<file path="config.mk">
export PLATFORM = sky130hd
export DESIGN_NAME = conv1_frame_ctrl
export DESIGN_NICKNAME = d
export VERILOG_FILES = /design/src/rtl/conv1_frame_ctrl.sv
export SDC_FILE = /design/constraint.sdc
export NUM_CORES = 1
export LEC_CHECK = 0
export CAP_MARGIN = 25
export CELL_PAD_IN_SITES_DETAIL_PLACEMENT = 1
export CELL_PAD_IN_SITES_GLOBAL_PLACEMENT = 1
export CORE_UTILIZATION = 43
export CTS_BUF_LIST = sky130_fd_sc_hd__clkbuf_2 sky130_fd_sc_hd__clkbuf_4 sky130_fd_sc_hd__clkbuf_8
export DETAILED_ROUTE_END_ITERATION = 8
export GPL_TIMING_DRIVEN = 0
export PLACE_DENSITY_LB_ADDON = 0.08
export SYNTH_ARGS = -nofsm -noshare
export SYNTH_HDL_FRONTEND = slang
export SYNTH_SLANG_ARGS = --single-unit
</file>
<file path="constraint.sdc">
create_clock -name clk -period 4.8 [get_ports clk]
set_clock_uncertainty 0.05 [all_clocks]
set_input_delay 0.96 -clock clk [delete_from_list [all_inputs] [get_ports clk]]
set_output_delay 0.96 -clock clk [all_outputs]
set_load 0.02 [all_outputs]
</file>
<file path="src/rtl/conv1_frame_ctrl.sv">
// conv1 frame sequencer: streams one IMG_W x IMG_H image from memory into conv1,
// then counts and tags the qualified conv1 output beats until the frame completes.
module conv1_frame_ctrl #(
    parameter int IMG_W     = 28,
    parameter int IMG_H     = 28,
    parameter int K         = 5,
    parameter int PIX_W     = 8,
    parameter int ADDR_W    = 10,
    parameter int DRAIN_MAX = 8
) (
    input  logic              clk,
    input  logic              rst_n,
    input  logic              start,
    input  logic              abort,
    input  logic              img_rdy,
    output logic              img_rd_en,
    output logic [ADDR_W-1:0] img_rd_addr,
    input  logic [PIX_W-1:0]  img_rd_data,
    output logic [PIX_W-1:0]  cnn_data_in,
    output logic              cnn_data_in_valid,
    input  logic              conv_out_valid,
    output logic              out_beat,
    output logic [4:0]        out_x,
    output logic [4:0]        out_y,
    output logic [9:0]        out_cnt,
    output logic              frame_busy,
    output logic              frame_done,
    output logic              frame_err
);
    localparam int OUT_W = IMG_W - K + 1;
    localparam int OUT_H = IMG_H - K + 1;
    localparam logic [ADDR_W-1:0] LAST_ADDR = ADDR_W'(IMG_W * IMG_H - 1);
    localparam logic [9:0] OUT_N = 10'(OUT_W * OUT_H);
    localparam logic [4:0] X_LAST = 5'(OUT_W - 1);
    localparam logic [4:0] Y_LAST = 5'(OUT_H - 1);
    localparam int DW = $clog2(DRAIN_MAX + 1);
    localparam logic [DW-1:0] DRAIN_LAST = DW'(DRAIN_MAX - 1);

    typedef enum logic [1:0] {IDLE, FEED, DRAIN, DONE} state_t;

    state_t            state, state_nxt;
    logic [ADDR_W-1:0] ptr;
    logic [DW-1:0]     drain_cnt;
    logic              vld_p1, vld_p2, vld_p3;
    logic [PIX_W-1:0]  pix_p1;
    logic [9:0]        cnt_nxt;
    logic              start_frame, err_set, adv, overrun;

    function automatic logic [9:0] sat_inc(input logic [9:0] v, input logic beat);
        return (beat && v != OUT_N) ? v + 10'd1 : v;
    endfunction

    assign img_rd_en         = (state == FEED) && img_rdy && !abort;
    assign img_rd_addr       = ptr;
    assign cnn_data_in_valid = vld_p1 && !abort;
    assign cnn_data_in       = cnn_data_in_valid ? img_rd_data : pix_p1;
    assign out_beat          = conv_out_valid && vld_p3;
    assign frame_busy        = (state != IDLE);
    assign frame_done        = (state == DONE);
    assign cnt_nxt           = sat_inc(out_cnt, out_beat);
    assign adv               = out_beat && (out_cnt != OUT_N);
    assign overrun           = out_beat && (out_cnt == OUT_N);

    always_comb begin
        state_nxt   = state;
        start_frame = 1'b0;
        err_set     = 1'b0;
        case (state)
            IDLE: begin
                if (start) begin
                    state_nxt   = FEED;
                    start_frame = 1'b1;
                end
            end
            FEED: begin
                if (img_rd_en && ptr == LAST_ADDR) state_nxt = DRAIN;
            end
            DRAIN: begin
                if (cnt_nxt == OUT_N) begin
                    state_nxt = DONE;
                end else if (drain_cnt == DRAIN_LAST) begin
                    state_nxt = DONE;
                    err_set   = 1'b1;
                end
            end
            DONE:    state_nxt = IDLE;
            default: state_nxt = IDLE;
        endcase
        // abort outranks start and any completion in the same cycle
        if (abort) begin
            state_nxt   = IDLE;
            start_frame = 1'b0;
            err_set     = 1'b0;
        end
    end

    always_ff @(posedge clk or negedge rst_n) begin
        if (!rst_n) begin
            state     <= IDLE;
            ptr       <= '0;
            drain_cnt <= '0;
        end else begin
            state     <= state_nxt;
            drain_cnt <= (state == DRAIN) ? drain_cnt + DW'(1) : '0;
            if (start_frame)
                ptr <= '0;
            else if (img_rd_en)
                ptr <= (ptr == LAST_ADDR) ? '0 : ptr + ADDR_W'(1);
        end
    end

    // p1: memory read data returns; p2/p3: match conv1's fixed 2-cycle output latency
    always_ff @(posedge clk or negedge rst_n) begin
        if (!rst_n) begin
            vld_p1 <= 1'b0;
            vld_p2 <= 1'b0;
            vld_p3 <= 1'b0;
            pix_p1 <= '0;
        end else begin
            vld_p1 <= img_rd_en;
            vld_p2 <= cnn_data_in_valid;
            vld_p3 <= abort ? 1'b0 : vld_p2;
            if (cnn_data_in_valid) pix_p1 <= img_rd_data;
        end
    end

    always_ff @(posedge clk or negedge rst_n) begin
        if (!rst_n) begin
            out_cnt   <= '0;
            out_x     <= '0;
            out_y     <= '0;
            frame_err <= 1'b0;
        end else if (start_frame) begin
            out_cnt   <= '0;
            out_x     <= '0;
            out_y     <= '0;
            frame_err <= 1'b0;
        end else begin
            out_cnt <= cnt_nxt;
            if (adv) begin
                if (out_x == X_LAST) begin
                    out_x <= '0;
                    out_y <= (out_y == Y_LAST) ? 5'd0 : out_y + 5'd1;
                end else begin
                    out_x <= out_x + 5'd1;
                end
            end
            if (err_set || overrun) frame_err <= 1'b1;
        end
    end
endmodule

</file>
==> reports/qor.csv <==
metric,value,unit
Post-Synth Simple-Gate Area,0.231,
core area,0.00561,mm2
Max IR drop VDD,0.228,mV
drt total wl,6110,um
final count of hold timing violations,0,
Synth Area in Compound Gates,0.108,
DP Cell Count,387,
vias after detailed routing,2119,
Slew @ Worst Pin,0.741,ns
WS Path Type,input pin to output pin,
vias in the first global route,2131,
Synth Area in XOR/XNOR,0.0444,
setup tns final,0,ns
capture point of the worst path,cnn_data_in[5],
"Clk Latency, worst-skew pair",0.30,ns
PD cells,339,mW/mm2
routed len/inst,15.5,um
Crit. Startpoint,abort,
GPL Wtd Cong,0.759,
Post-CTS Hold Fix Bufs,0,
Clock Pin Slew Worst Setup and Hold Paths,0.09,ns
DR DRC count,0,
final global-route overflow total,0,
multi-input logic area,0.00128,mm2
Row Count,27,
CP required,3.79,ns
CP max FO,10,
Yosys Warn Count,0,
CTS Buf Count,5,
antenna violations before repair,0,
slew margin rel.,0.501,
Synth-to-Final Area Change,30.0,%
post-cts sizing count,0,
Die Wd,79.2,um
CP Cell Sequence,"clkdlybuf4s50_1, nor2b_1, clkbuf_1, mux2_2, clkdlybuf4s50_1",
Post-Synthesis Cells,257,
status,"complete, no violations",
first drt pass iteration count,4,
Critical Path AT,2.89,ns
final std cells w/o fill,395,
Crit path max-delay family,buffers and inverters,
ys async rst share,1.00,
RSZ-0062 raised after global routing,no,
fin. max-slew vios,0,
sequential cell area,0.00120,mm2
I/O pin total,58,
CTS max path bufs,2,
CTS HTree Levels,2,
CP Launch Type,input pin,
ANT cells,0,
sequential area share after synthesis,0.469,
total global-route track usage,0.214,
post-DR vias/cell,5.36,
net count after synthesis,282,
Antenna Nets Post-Route,0,
post-DP HPWL,4530,um
R2R setup slack,2.42,ns
number of port buffers,57,
"commonest non-fill, non-tap cell in the layout",clkdlybuf4s50_1,
Root Driver,clkbuf_8,
first-iteration detailed-routing DRC count,48,
Crit. End Element,output pin,
initial core utilization,0.457,
max_cap viols,0,
# fillers,651,
first-pass GRT wire length,10400,um
synth unique cells,44,
most common cell type on the critical path,clkdlybuf4s50_1,
final hold slack,0.425,ns
Worst path depth,5,
Post-Synth Adder-Cell Area,0.0537,
most frequent cells in the layout,"clkdlybuf4s50_1, dfrtp_1, nor2_1",
R2R Path Start,out_cnt[1],
mux share of post-synthesis cell area,0.0635,
R2R depth,7,
CTS sink count,48,
Critical R2R Capture,state[1],
fin crit share,0.812,
die area,0.00627,mm2
minimum clock period,3.90,ns
post-synthesis cell area,0.00256,mm2
worst stage delay on the critical path,0.54,ns
Hold Crit Class,register to register,
average size of a mapped cell,9.97,um2
largest family of logic cells by synthesized area,simple AND/OR/NAND/NOR gates,
P_leak,1.45,nW
"Top FF cell, synth",dfrtp_1,
layout cells sized above 1,0.102,
"Buf+Inv Stages, Crit Path",3,
Crit-path slowest cell,clkdlybuf4s50_1,
Final nets,347,
synthesized flop and latch total,48,
final setup fails,0,
CTS tree,built,
total chip power,0.00113,W
Setup Buffers After CTS,0,
die height,79.2,um
largest net degree at the start of global routing,33,
number of synthesized flops with an enable pin,0,
Max Freq,257,MHz
state kept, by name (all words and copies together), names as in the netlist:
| name | flops |
|---|---|
| drain_cnt | 4 |
| frame_err | 1 |
| img_rd_addr | 10 |
| out_cnt | 10 |
| out_x | 5 |
| out_y | 5 |
| pix_p1 | 8 |
| state | 2 |
| vld_p1 | 1 |
| vld_p2 | 1 |
| vld_p3 | 1 |
power breakdown:
part	total (W)	switching, W	internal [W]
registers	0.000490	0.0000309	0.000459
logic	0.000384	0.000209	0.000175
clock network	0.000254	0.000139	0.000115
total	0.00113	0.000379	0.000749
stage by stage:
step	util	area [um2]	worst slack, ns
detailed placement	0.577	3240	0.892
finish	0.594	3330	0.905
global placement	0.575	3220	0.914
floorplan	-	2560	1.83
CTS	0.594	3330	0.881
global route	0.594	3330	0.776
worst reg2reg max path: cells and delay by family, from the launching register on:
family | cells | cell delay (ns)
DFF | 1 | 0.46
adders and majority gates | 1 | 0.21
AOI/OAI and AO/OA | 2 | 0.55
muxes | 1 | 0.21
and+or+nand+nor | 3 | 0.85
worst min-delay path by stage:
stage                            start           end  cells after the start
after global placement          vld_p2        vld_p3                      1
after CTS                 drain_cnt[0]  drain_cnt[0]                      1
after detailed placement        vld_p2        vld_p3                      1
after floorplan           drain_cnt[0]  drain_cnt[0]                      1
after global routing      drain_cnt[0]  drain_cnt[0]                      1
final                     drain_cnt[0]  drain_cnt[0]                      1
metal layers:
metal  global-route usage  wire length [um]
met1                0.275              2810
met2                0.353              2930
met3               0.0563               300
met4               0.0618                71
met5                    0                 0
kinds of logic (layout without fill, tap and decap cells):
logic type	after synthesis	after routing
flops	48	48
simple gates	111	111
mux	15	15
buf+inv	17	83
compound gates	42	42
xor+xnor	13	13
fa+ha+maj	11	11
cells in the mapped netlist, drive strengths merged, types with 2 or more instances:
cell,instances,area [um2]
dfrtp,48,1200
nor2,33,124
clkbuf,5,20.0
or3,2,12.5
nand2,18,67.6
nand3,13,65.1
a41o,2,20.0
nand4,4,25.0
a21oi,13,65.1
buf,3,23.8
a2111oi,2,36.3
inv,9,33.8
or3b,2,17.5
and3,5,31.3
nor2b,6,37.5
mux2i,5,50.1
mux2,10,113
nor3b,3,22.5
ha,11,138
xnor2,6,52.6
xor2,7,61.3
nand4b,3,26.3
nand2b,6,37.5
o31a,2,17.5
nor3,5,36.3
nand3b,2,15.0
o21ai,17,85.1
or4b,3,33.8
and2,3,18.8
cell type report:
cell class / instances / share of cell area
clock buffer: 6 / 0.0248
buffer: 8 / 0.0131
sequential: 48 / 0.361
timing repair buffer: 58 / 0.176
multi-input combinational: 192 / 0.385
tap: 72 / 0.0270
clock inverter: 2 / 0.00301
inverter: 9 / 0.0101
Note: power is estimated with default switching activity, not from simulation.
